<file path="src/rtl/mag_com_pkg.sv">
// mag_com_pkg: state encoding and result codes shared by the sequential comparator
package mag_com_pkg;
   typedef enum logic [1:0] {IDLE, CMP, DONE} state_t;
   localparam logic [1:0] F_EQ = 2'b00;
   localparam logic [1:0] F_LT = 2'b01;
   localparam logic [1:0] F_GT = 2'b10;
endpackage

</file>
<file path="src/rtl/mag_com_digit.sv">
// mag_com_digit: combinational unsigned compare of one DIGIT-bit slice
module mag_com_digit #(
   parameter int DIGIT = 1
) (
   input  logic [DIGIT-1:0] a,
   input  logic [DIGIT-1:0] b,
   output logic             lt,
   output logic             gt
);
   assign lt = a < b;
   assign gt = a > b;
endmodule

</file>
<file path="src/rtl/mag_com_seq.sv">
// mag_com_seq: digit-serial MSB-first magnitude comparator with early termination
module mag_com_seq
   import mag_com_pkg::*;
#(
   parameter int WIDTH = 8,
   parameter int DIGIT = 1
) (
   input  logic             clk,
   input  logic             rst,
   input  logic             start,
   input  logic             sgn,
   input  logic [WIDTH-1:0] a,
   input  logic [WIDTH-1:0] b,
   output logic             busy,
   output logic             done,
   output logic [1:0]       f
);
   localparam int N = WIDTH / DIGIT;
   localparam int IW = N > 1 ? $clog2(N) : 1;
   localparam logic [IW-1:0] LAST = IW'(N - 1);
   state_t state, nxt;
   logic [WIDTH-1:0] ra, rb, ea, eb;
   logic [DIGIT-1:0] sa, sb;
   logic [IW-1:0] idx;
   logic rs, lt, gt, go, last;
   // flipping the sign bit maps two's-complement order onto unsigned order
   assign ea = ra ^ {rs, {(WIDTH-1){1'b0}}};
   assign eb = rb ^ {rs, {(WIDTH-1){1'b0}}};
   assign sa = DIGIT'(ea >> (DIGIT * int'(LAST - idx)));
   assign sb = DIGIT'(eb >> (DIGIT * int'(LAST - idx)));
   mag_com_digit #(.DIGIT(DIGIT)) u_digit (.a(sa), .b(sb), .lt(lt), .gt(gt));
   always_comb begin
      last = idx == LAST;
      go = start && state != CMP;
      nxt = go ? CMP : state == CMP ? ((lt || gt || last) ? DONE : CMP) : IDLE;
      busy = state == CMP;
      done = state == DONE;
   end
   always_ff @(posedge clk) begin
      if (rst) state <= IDLE;
      else state <= nxt;
   end
   always_ff @(posedge clk) begin
      if (rst) begin
         ra <= '0;
         rb <= '0;
         rs <= 1'b0;
         idx <= '0;
         f <= F_EQ;
      end else if (go) begin
         ra <= a;
         rb <= b;
         rs <= sgn;
         idx <= '0;
      end else if (state == CMP) begin
         if (lt || gt || last) f <= gt ? F_GT : lt ? F_LT : F_EQ;
         else idx <= idx + 1'b1;
      end
   end
endmodule

</file>
<file path="config.mk">
export PLATFORM = sky130hd
export DESIGN_NAME = mag_com_seq
export DESIGN_NICKNAME = d
export VERILOG_FILES = /design/src/rtl/mag_com_pkg.sv /design/src/rtl/mag_com_digit.sv /design/src/rtl/mag_com_seq.sv
export SDC_FILE = /design/constraint.sdc
export NUM_CORES = 1
export LEC_CHECK = 0
export ABC_AREA = 0
export CELL_PAD_IN_SITES_DETAIL_PLACEMENT = 0
export CELL_PAD_IN_SITES_GLOBAL_PLACEMENT = 2
export CORE_MARGIN = 3
export CORE_UTILIZATION = 29
export CTS_CLUSTER_SIZE = 30
export DETAILED_ROUTE_END_ITERATION = 8
export PLACE_DENSITY = 0.84
export RECOVER_POWER = 50
export SYNTH_ARGS = -nofsm -noshare
export SYNTH_HDL_FRONTEND = slang
export SYNTH_SLANG_ARGS = --single-unit
</file>
<file path="constraint.sdc">
create_clock -name clk -period 2.4 [get_ports clk]
set_input_delay 0.6 -clock clk [delete_from_list [all_inputs] [get_ports clk]]
set_output_delay 0.6 -clock clk [all_outputs]
set_load 0.03 [all_outputs]
</file>
Yosys cells after proc, flatten, opt, wreduce, memory -nomap -nowiden:

Index checks and enable logic that the tools add are counted.

* output and inout bits: 4
* input bits: 20
* logic and storage cells: 34
* register bits: 24

* bitwise gates (word level): 5
* eq/ne operators: 4
* reductions and logical operators: 7
* order comparisons: 2
* add/subtract/negate cells: 2
* shift operators: 2
* mux-type cells: 5

Operator list (number)
* $shr 8x32->1: 2
* $xor 8x8->8: 2
* $mux 2: 2
* $sub 3x3->4 const A: 1
* $add 3x1->3 const B: 1
* $eq 3x3->1 const B: 1
* $mux 1: 3
* $not 1->1: 3
* $reduce_and 3->1: 1
* $reduce_or 3->1: 1
* $eq 2x1->1 const B: 1
* $eq 2x2->1 const B: 1
* $logic_or 1x1->1: 2
* $ne 2x1->1 const B: 1
* $reduce_and 2->1: 1
* $reduce_or 2->1: 1
* $gt 1x1->1: 1
* $logic_and 1x1->1: 1
* $lt 1x1->1: 1

Logic depth before layout (Yosys ltp):

* depth in word-level cells: 8
* gate-level depth with buffers: 8
* mapped depth without buffers: 7

By module:

Synthesis repeated with hierarchy kept, for this count alone.

* cell total of the unflattened synthesis: 136
* area total of the unflattened synthesis: 1132.3 um^2

Modules (own cells, without submodules)
* mag_com_seq: area each 1117.3 um^2, sequential area each 480.5 um^2, cells each 134, instances 1
* mag_com_digit: area each 15.0 um^2, sequential area each 0.0 um^2, cells each 2, instances 1

Worst setup path after synthesis:

No wires, ideal clock.

* path type: reg2reg
* start: register idx[0]
* end: register idx[1]
* path slack: 306 ps
* library setup time: 120 ps
* stages on the path, launching flop included: 8
* data required time: 2280 ps
* data arrival time: 1974 ps
* path buffers: 1
* period minus slack after synthesis: 2094 ps
* path through: dfxtp_1 -> buf_6 -> mux4_2 -> a32o_1 -> ha_1 -> and4bb_2 -> mux2i_1 -> nor3_1

* cells in the longest elaborated chain, start to end: 7
* elaborated cells between the ends (all ways): 11
* those cells by class: 2 x add/sub; 2 x order compare; 1 x eq/ne; 2 x shift; 1 x bitwise; 3 x reduce/logical

RTL lines
* from (decl): line mag_com_seq.sv:24 `logic [IW-1:0] idx;`
* from (signal assigned): line mag_com_seq.sv:57 `else idx <= idx + 1'b1;`
* $sub 3x3->4: line mag_com_seq.sv:29, mag_com_seq.sv:30
* $shr 8x32->1 (on tied branches): line mag_com_seq.sv:29, mag_com_seq.sv:30
* $lt 1x1->1 / $gt 1x1->1 (equally long branches): line mag_com_digit.sv:10, mag_com_digit.sv:11
* $logic_or 1x1->1 (2 in a row): line mag_com_seq.sv:56 `if (lt || gt || last) f <= gt ? F_GT : lt ? F_LT : F_EQ;`
* $not 1->1 (no source line)
* $reduce_and 2->1 (no source line)

Several ways; a longest one is shown, not always the timed one.
A chain may end at the register's enable or synchronous reset.

Final worst setup path:

* start: register idx[1]
* end: register idx[2]

Same word-level chain as after synthesis.

==> flow_summary.yaml <==
global_route:
  antenna_violations_before_repair: 0
  global_route_wire_length_before_repair_mm: 4.17
  globalRoute.busiestLayer: "met2"
  grt_max_degree: 22
  gr-usage-met1: 0.161
  globalRouteTotalUtil: 0.116
  grt_util_met2: 0.179
  grt_overflow_total: 0
  grt.met3_usage: 0.0357
  vias_in_the_first_global_route: 900
setup_path:
  logic_depth_of_the_worst_setup_path_including_buffers: 6
  critical-path-top-delay-family: "simple AND/OR/NAND/NOR gates"
  cpMaxStageDelayCell: "sky130_fd_sc_hd__dfxtp_1"
  cell_depth_of_the_worst_flop_to_flop_path: 6
  cp_data_arrival_time_ps: 2400
  reg2reg_slack_ps: 150
  rr_endpoint: "idx[2]$_SDFFE_PP0P_"
  timing.critical_path.to_type: "register"
  required_time_at_the_worst_slack_endpoint_ps: 2540
  critPathLaunchType: "register"
  r2r-start: "idx[1]$_SDFFE_PP0P_"
  timing.critical_path.slowest_cell_delay_ps: 540
  worst-setup-path-type: "register to register"
  timing.critical_path.cells: "or3b_2 -> a32o_1 -> ha_1 -> and4bb_2 -> mux2i_1 -> nor3_1"
  cp_max_fo: 9
  path_buf_inv: 0
timing:
  final_max_slew_viol_count: 0
  rsz0062_at_grt: "false"
  fmaxAchievable_ghz: 0.443
  tns_ps: 0
  finalHoldViolations: 0
  period_needed_ps: 2250
  setup_viol: 0
  skew_ps: 2.41
  finalCritPeriodShare: 0.940
  max-slew-margin-rel: 0.705
  tightestPinTransition_ps: 441
clocking:
  clockRootBuffer: "sky130_fd_sc_hd__clkbuf_8"
  postCtsHoldBufs: 0
  clock-sinks: 24
  htreeDepth: 1
  cts.path.max_buffers: 2
  tritoncts: "done"
  insertion_delay_ps: 260
  cts_made_buffers: 3
  cts.clk_slew.worst_paths_ps: 80
placed_design:
  detailedPlacementHpwl_mm: 1.83
  gp_congestion: 0.706
  port_buffer_count: 23
yosys:
  netlist_instances: 131
  synth_seq_area_share: 0.422
  ys_seq_elements: 24
  yosys_warnings: 0
  synthesis.nets: 155
  synthesized_area_um2: 1140
  post_synth.cell_area_avg_um2: 8.69
  synthDistinctLibCells: 24
finish:
  syn_to_final_growth_pct: 29.1
  nets: 176
  mostFrequentLayoutCell: "sky130_fd_sc_hd__dfxtp_1"
  layout_common_cells: "sky130_fd_sc_hd__dfxtp_1 (23), sky130_fd_sc_hd__a21oi_1 (22), sky130_fd_sc_hd__clkdlybuf4s50_1 (21)"
  fraction_of_layout_cells_with_a_size_suffix_above_1: 0.0927
  diodes: 0
floorplan:
  fp.dieArea_um2: 4710
  die-height_um: 68.7
  initial_utilization: 0.306
  core_um2: 3720
  placementRows: 22
  dieWidth_um: 68.7
  ios: 24
worst_hold_path:
  worstHoldEndpoint: "ra[6]$_SDFFE_PP0P_"
  hold_path_class: "register to register"
  count_of_cells_along_the_worst_hold_path: 2
  startpoint_of_the_worst_hold_path: "ra[6]$_SDFFE_PP0P_"
route:
  drt-wirelength-per-cell_um: 12.6
  antenna_left: 0
  drt-initial-drc-count: 14
  drc: 0
  routed_wirelength_mm: 2.50
  dr_total_vias: 988
  via_per_inst: 4.96
  drt_first_pass_iters: 4
power:
  p_comb_frac: 0.229
  power.ir.vdd_worst_mv: 0.379
  power_frac_clock: 0.338
  sw_frac_of_total: 0.262
  report.power.total_mw: 1.04
  switchingPower_uw: 271
  power.internal_uw: 764
  pwr_density_cell_nw_per_um2: 704
  share_seq_of_total_power: 0.433
  power.leakage_nw: 0.523
run:
  maxCapViolCount: 0
status:
  result_of_the_run: "completed"
cell families (layout without fill, tap and decap cells):
kind of cell    after synthesis  after routing  share of synthesized area
compound gates               45             45                      0.213
simple gates                 36             36                      0.165
flops                        24             24                      0.422
buf+inv                      13             33                     0.0582
mux                           6              6                     0.0747
fa+ha+maj                     4              4                     0.0440
xor+xnor                      3              3                     0.0231
flip-flops by register name, summed over array words and instances, names as in the netlist:
name / count
state: 2
rs: 1
ra: 8
rb: 8
idx: 3
f: 2
worst min-delay path, cell delays in order (launching register included):
cell,delay [ps]
sky130_fd_sc_hd__dfxtp_1,310
sky130_fd_sc_hd__o21ai_0,60
sky130_fd_sc_hd__a21oi_1,60
cell type report:
cell class	count	area, µm²
inverters	2	7.51
repair buffers	27	258
clock inverters	1	30.0
multi-input cells	94	592
well taps	48	60.1
clock buffers	3	41.3
flip-flops and latches	24	482
fillers	398	2250
how the worst max path moves through the flow:
stage,from,end,slack (ps)
floorplan,idx[0]$_SDFFE_PP0P_,idx[1]$_SDFFE_PP0P_,310
global placement,idx[0]$_SDFFE_PP0P_,idx[1]$_SDFFE_PP0P_,130
detailed placement,idx[0]$_SDFFE_PP0P_,idx[1]$_SDFFE_PP0P_,80
CTS,idx[0]$_SDFFE_PP0P_,idx[2]$_SDFFE_PP0P_,60
global route,idx[1]$_SDFFE_PP0P_,idx[0]$_SDFFE_PP0P_,20
finish,idx[1]$_SDFFE_PP0P_,idx[2]$_SDFFE_PP0P_,150
per-layer routing:
metal / part of all wire / vias to the layer above
met5: 0 / -
met1: 0.49 / 453
li1: - / 514
met2: 0.45 / 19
met3: 0.054 / 2
met4: 0.0044 / 0
timing repair:
action	4_1_cts	5_1_grt
hold endpoints to repair	0	0
setup endpoints to repair	0	3
resized for setup	0	1
buffers inserted	0	0
through the flow:
stage,worst slack [ps],cells,cell area [µm²],hold slack [ps],utilization
floorplan,306,131,1140,449,-
finish,145,199,1470,478,0.396
global route,15.4,199,1470,500,0.396
global placement,133,195,1400,463,0.376
detailed placement,82.9,195,1400,470,0.376
CTS,57.6,199,1470,482,0.395
cell usage after synthesis:
| library cell | instances | area [µm²] |
|---|---|---|
| sky130_fd_sc_hd__a32o_1 | 2 | 20.0 |
| sky130_fd_sc_hd__inv_1 | 2 | 7.51 |
| sky130_fd_sc_hd__nand2_1 | 3 | 11.3 |
| sky130_fd_sc_hd__buf_6 | 1 | 11.3 |
| sky130_fd_sc_hd__mux2i_1 | 4 | 40.0 |
| sky130_fd_sc_hd__clkbuf_1 | 3 | 11.3 |
| sky130_fd_sc_hd__xnor2_1 | 3 | 26.3 |
| sky130_fd_sc_hd__mux4_2 | 2 | 45.0 |
| sky130_fd_sc_hd__nor3_1 | 4 | 20.0 |
| sky130_fd_sc_hd__nor2b_1 | 2 | 12.5 |
| sky130_fd_sc_hd__ha_1 | 4 | 50.1 |
| sky130_fd_sc_hd__nor2_1 | 4 | 15.0 |
| sky130_fd_sc_hd__or3b_2 | 1 | 8.76 |
| sky130_fd_sc_hd__a21oi_1 | 22 | 110 |
| sky130_fd_sc_hd__a32oi_1 | 2 | 17.5 |
| sky130_fd_sc_hd__clkbuf_2 | 1 | 5.00 |
| sky130_fd_sc_hd__nand2b_1 | 2 | 12.5 |
| sky130_fd_sc_hd__buf_2 | 4 | 20.0 |
| sky130_fd_sc_hd__buf_4 | 1 | 7.51 |
| sky130_fd_sc_hd__buf_1 | 1 | 3.75 |
| sky130_fd_sc_hd__dfxtp_1 | 24 | 480 |
| sky130_fd_sc_hd__o21ai_0 | 19 | 95.1 |
| sky130_fd_sc_hd__and4bb_2 | 1 | 12.5 |
| sky130_fd_sc_hd__nand3_1 | 19 | 95.1 |
power by group through the flow:
stage          Clock [mW]  Sequential [mW]  Combinational (mW)
2_1_floorplan           0            0.451               0.168
3_3_place_gp            0            0.457               0.238
3_5_place_dp            0            0.458               0.240
4_1_cts             0.363            0.449               0.241
5_1_grt             0.373            0.453               0.268
6_report            0.350            0.449               0.237
(Power assumes the default switching activity.)
==> variant 1: new RTL, same flow settings <==
Encoding of `state_t`: now one-hot (3 bits for 3 states).
--- a/src/rtl/mag_com_pkg.sv
+++ b/src/rtl/mag_com_pkg.sv
@@ -1,6 +1,6 @@
 // mag_com_pkg: state encoding and result codes shared by the sequential comparator
 package mag_com_pkg;
-   typedef enum logic [1:0] {IDLE, CMP, DONE} state_t;
+   typedef enum logic [2:0] {IDLE = 3'b001, CMP = 3'b010, DONE = 3'b100} state_t;
    localparam logic [1:0] F_EQ = 2'b00;
    localparam logic [1:0] F_LT = 2'b01;
    localparam logic [1:0] F_GT = 2'b10;
Behaviour: same outputs for any inputs over 10 cycles, from zero or initial values and one cycle with rst high; not proved beyond that.
==> variant 1 against the unedited design <==
  * Worst setup slack gained 0.067 ns
  * Power is 21% lower
  * Wire length grew 9.1%
  * Area after synthesis rose by 1.5%
  * Cell area about the same
  * Sequential cell count increased by 1
  * Critical endpoint is now idx[0]
==> variant 1: results (changes against the unedited design) <==
Clock Skews: 0.0009049 ns (-0.001503 ns)
largest net degree at the start of global routing: 27 (+23%)
cell family with most CP delay: multiplexers
Post-Synth XOR/XNOR Area: 1.515% (-0.79 points)
proportion of synthesized area in mux cells: 5.628% (-1.8 points)
Pint: 0.6179 mW (-19%)
first-pass GRT wire length: 4.733 mm (+14%)
gpl congestion: 0.8150 (+16%)
compound-gate portion of the synthesized area: 24.89% (+3.6 points)
hpwl dp: 1.968 mm (+7.5%)
met3 wire len: 131 microns (-3.0%)
GRT met2 Usage: 19.70% (+1.8 points)
met3 GRT Util: 2.187% (-1.4 points)
post-synthesis cell type count: 27 (+13%)
status: finished clean
CP max FO: 7 (-2)
Iter 0 DRT Violations: 53 (+39)
Worst EP arrival: 2.38 ns (-0.02 ns)
GRT Total Usage: 11.79% (+0.16 points)
Metal-1 WL: 1.322 mm (+7.0%)
clock group total power: 0.243 mW (-31%)
largest registers: ra (8), rb (8)
worst reg2reg path startpoint: idx[0]
met2 WL: 1.255 mm (+13%)
Slowest-stage cell, CP: mux4_2
variant 1: changes by cell type after synthesis, moves of 2 or more:
| cell | change |
|---|---|
| nor2_1 | -2 |
| nand3_1 | +2 |
| nor3_1 | -3 |
| o21ai_0 | +2 |
| a21oi_1 | +3 |
| clkbuf_1 | +2 |
| a21o_1 | +2 |
| mux2i_1 | -2 |
variant 1: through the flow:
step / cells / cell area, sq um / power, mW / setup slack, ns
3_5_place_dp: 199 / 1426 / 0.5872 / 0.2381
5_1_grt: 203 / 1471 / 0.8641 / 0.05544
2_1_floorplan: 135 / 1156 / 0.5318 / 0.3004
6_report: 203 / 1471 / 0.8198 / 0.2120
4_1_cts: 203 / 1471 / 0.8314 / 0.2057
3_3_place_gp: 199 / 1426 / 0.5843 / 0.2920
variant 1: cell type report:
cell class                      count  area, sq um
Inverter                            2        7.507
Fill cell                         426         2272
Clock buffer                        4        45.04
Tap cell                           48        60.06
Timing Repair Buffer               28        265.3
Sequential cell                    25        500.5
Multi-Input combinational cell     96        593.1
==> variant 2: new RTL, config.mk and constraints unchanged <==
Without the edit above. The parameter `WIDTH` goes from 8 to 16.
--- a/src/rtl/mag_com_seq.sv
+++ b/src/rtl/mag_com_seq.sv
@@ -2,7 +2,7 @@
 module mag_com_seq
    import mag_com_pkg::*;
 #(
-   parameter int WIDTH = 8,
+   parameter int WIDTH = 16,
    parameter int DIGIT = 1
 ) (
    input  logic             clk,
Interface: changed (resized a and b); port bits go from 24 to 40. No check against the original RTL was run, so the function may have changed too.
==> variant 2 against the unedited design <==
  * Power rose by 46%
  * Area after synthesis rose by 60%
  * Cell area rose by 60%
  * Clock power rose by 28%
  * Worst setup slack improved by 0.034 ns
  * Sequential cell count rose by 17
  * Wire length rose by 65%
  * Largest cell class unchanged
  * Highest routed layer unchanged
==> variant 2: results (changes against the unedited design) <==
share of cells above drive strength 1: 9.524% (+0.25 points)
H-Tree Level Count: 2 (+1)
GRT met2 Usage: 18.29% (+0.41 points)
Synth top cells by count: nand2_1, dfxtp_1, a21oi_1
hpwl dp: 2.844 mm (+55%)
status: finished clean
met3 GRT Util: 3.107% (-0.46 points)
final net count: 291 (+65%)
DP Worst Slack: 0.04683 ns (-0.03605 ns)
CTS Buf Count: 5 (+2)
later-pin clock latency in the skew report: 0.29 ns (+0.03 ns)
largest net degree at the start of global routing: 42 (+91%)
Clock Skews: 0.003014 ns (+0.0006067 ns)
synth top area cells: dfxtp_1, nand2_1, a21oi_1, mux2_2, mux4_2
largest registers: ra (16), rb (16), idx (4)
sw frac: 26.67% (+0.48 points)
DR vias/cell: 4.587 (-7.6%)
Mapped Nets: 254 (+64%)
Worst EP arrival: 1.62 ns (-0.78 ns)
port bufs: 39 (+70%)
Iter 0 DRT Violations: 73 (+59)
Worst Tran Pin Value: 0.7637 ns (+0.3224 ns)
GRT Total Usage: 11.90% (+0.26 points)
post-synthesis cell type count: 28 (+17%)
met1 usage: 15.89% (-0.17 points)
==> variant 2: cell count changes in the layout (fill, tap and decap cells not counted), moves of 3 or more <==
cell,change
clkdlybuf4s50_1,+17
mux2_2,+6
nand3_1,-15
o21ai_0,-18
clkbuf_8,+3
a21oi_1,+14
dfxtp_1,+17
nand2_1,+67
xor2_1,+4
==> variant 2: cell type report <==
type | instances | area share, %
Timing Repair Buffer | 45 | 18.37
Sequential cell | 41 | 34.87
Clock buffer | 7 | 3.662
Tap cell | 75 | 3.981
Inverter | 2 | 0.3185
Multi-Input combinational cell | 157 | 38.80
==> variant 2: layer usage <==
layer / share of wire [%] / up-vias
met5: 0 / -
met4: 1.6 / 0
met3: 4.3 / 7
met2: 45 / 27
met1: 49 / 667
li1: - / 799
==> variant 2: cell families (layout without fill, tap and decap cells) <==
kind of cell	Yosys count	after routing	share of synthesized area, %
flip-flops	41	41	44.96
multiplexers	15	15	11.58
XOR/XNOR	5	5	2.399
AO/OA/AOI/OAI	45	45	13.78
adder cells (fa/ha/maj)	3	3	2.056
buffers and inverters	17	54	5.141
AND/OR/NAND/NOR	89	89	20.08
==> variant 2: final timing paths <==
check	from	endpoint	slack, ns	depth (start not counted)
worst max-delay path	state[1]	busy	0.18	3
worst min-delay path	rb[9]	rb[9]	0.46	2
worst max register to register	idx[1]	f[1]	0.23	7
worst min register to register	rb[9]	rb[9]	0.46	2
==> variant 2: what timing repair did <==
action,CTS,global route
endpoints found under the setup margin,0,6
endpoints found under the hold margin,0,0
gates resized for setup,0,3
==> variant 2: through the flow <==
step | std cells | hold slack, ns | utilization [%]
floorplan | 215 | 0.4315 | -
global placement | 320 | 0.4464 | 37.65
detailed placement | 320 | 0.4476 | 37.65
CTS | 327 | 0.4581 | 39.08
global route | 327 | 0.4801 | 39.12
finish | 327 | 0.4551 | 39.12
==> variant 2: critical path: stages (launching register included) <==
cell and delay, ns:
dfxtp_1 0.31, nand2b_1 0.19, inv_1 0.14, clkdlybuf4s50_1 0.69
==> variant 2: power groups by stage <==
stage	clock, mW	combinational, mW	sequential (mW)
final	0.448	0.307	0.759
after floorplan	0	0.205	0.766
after global routing	0.493	0.345	0.766
after global placement	0	0.306	0.776
after detailed placement	0	0.308	0.776
after CTS	0.467	0.309	0.760
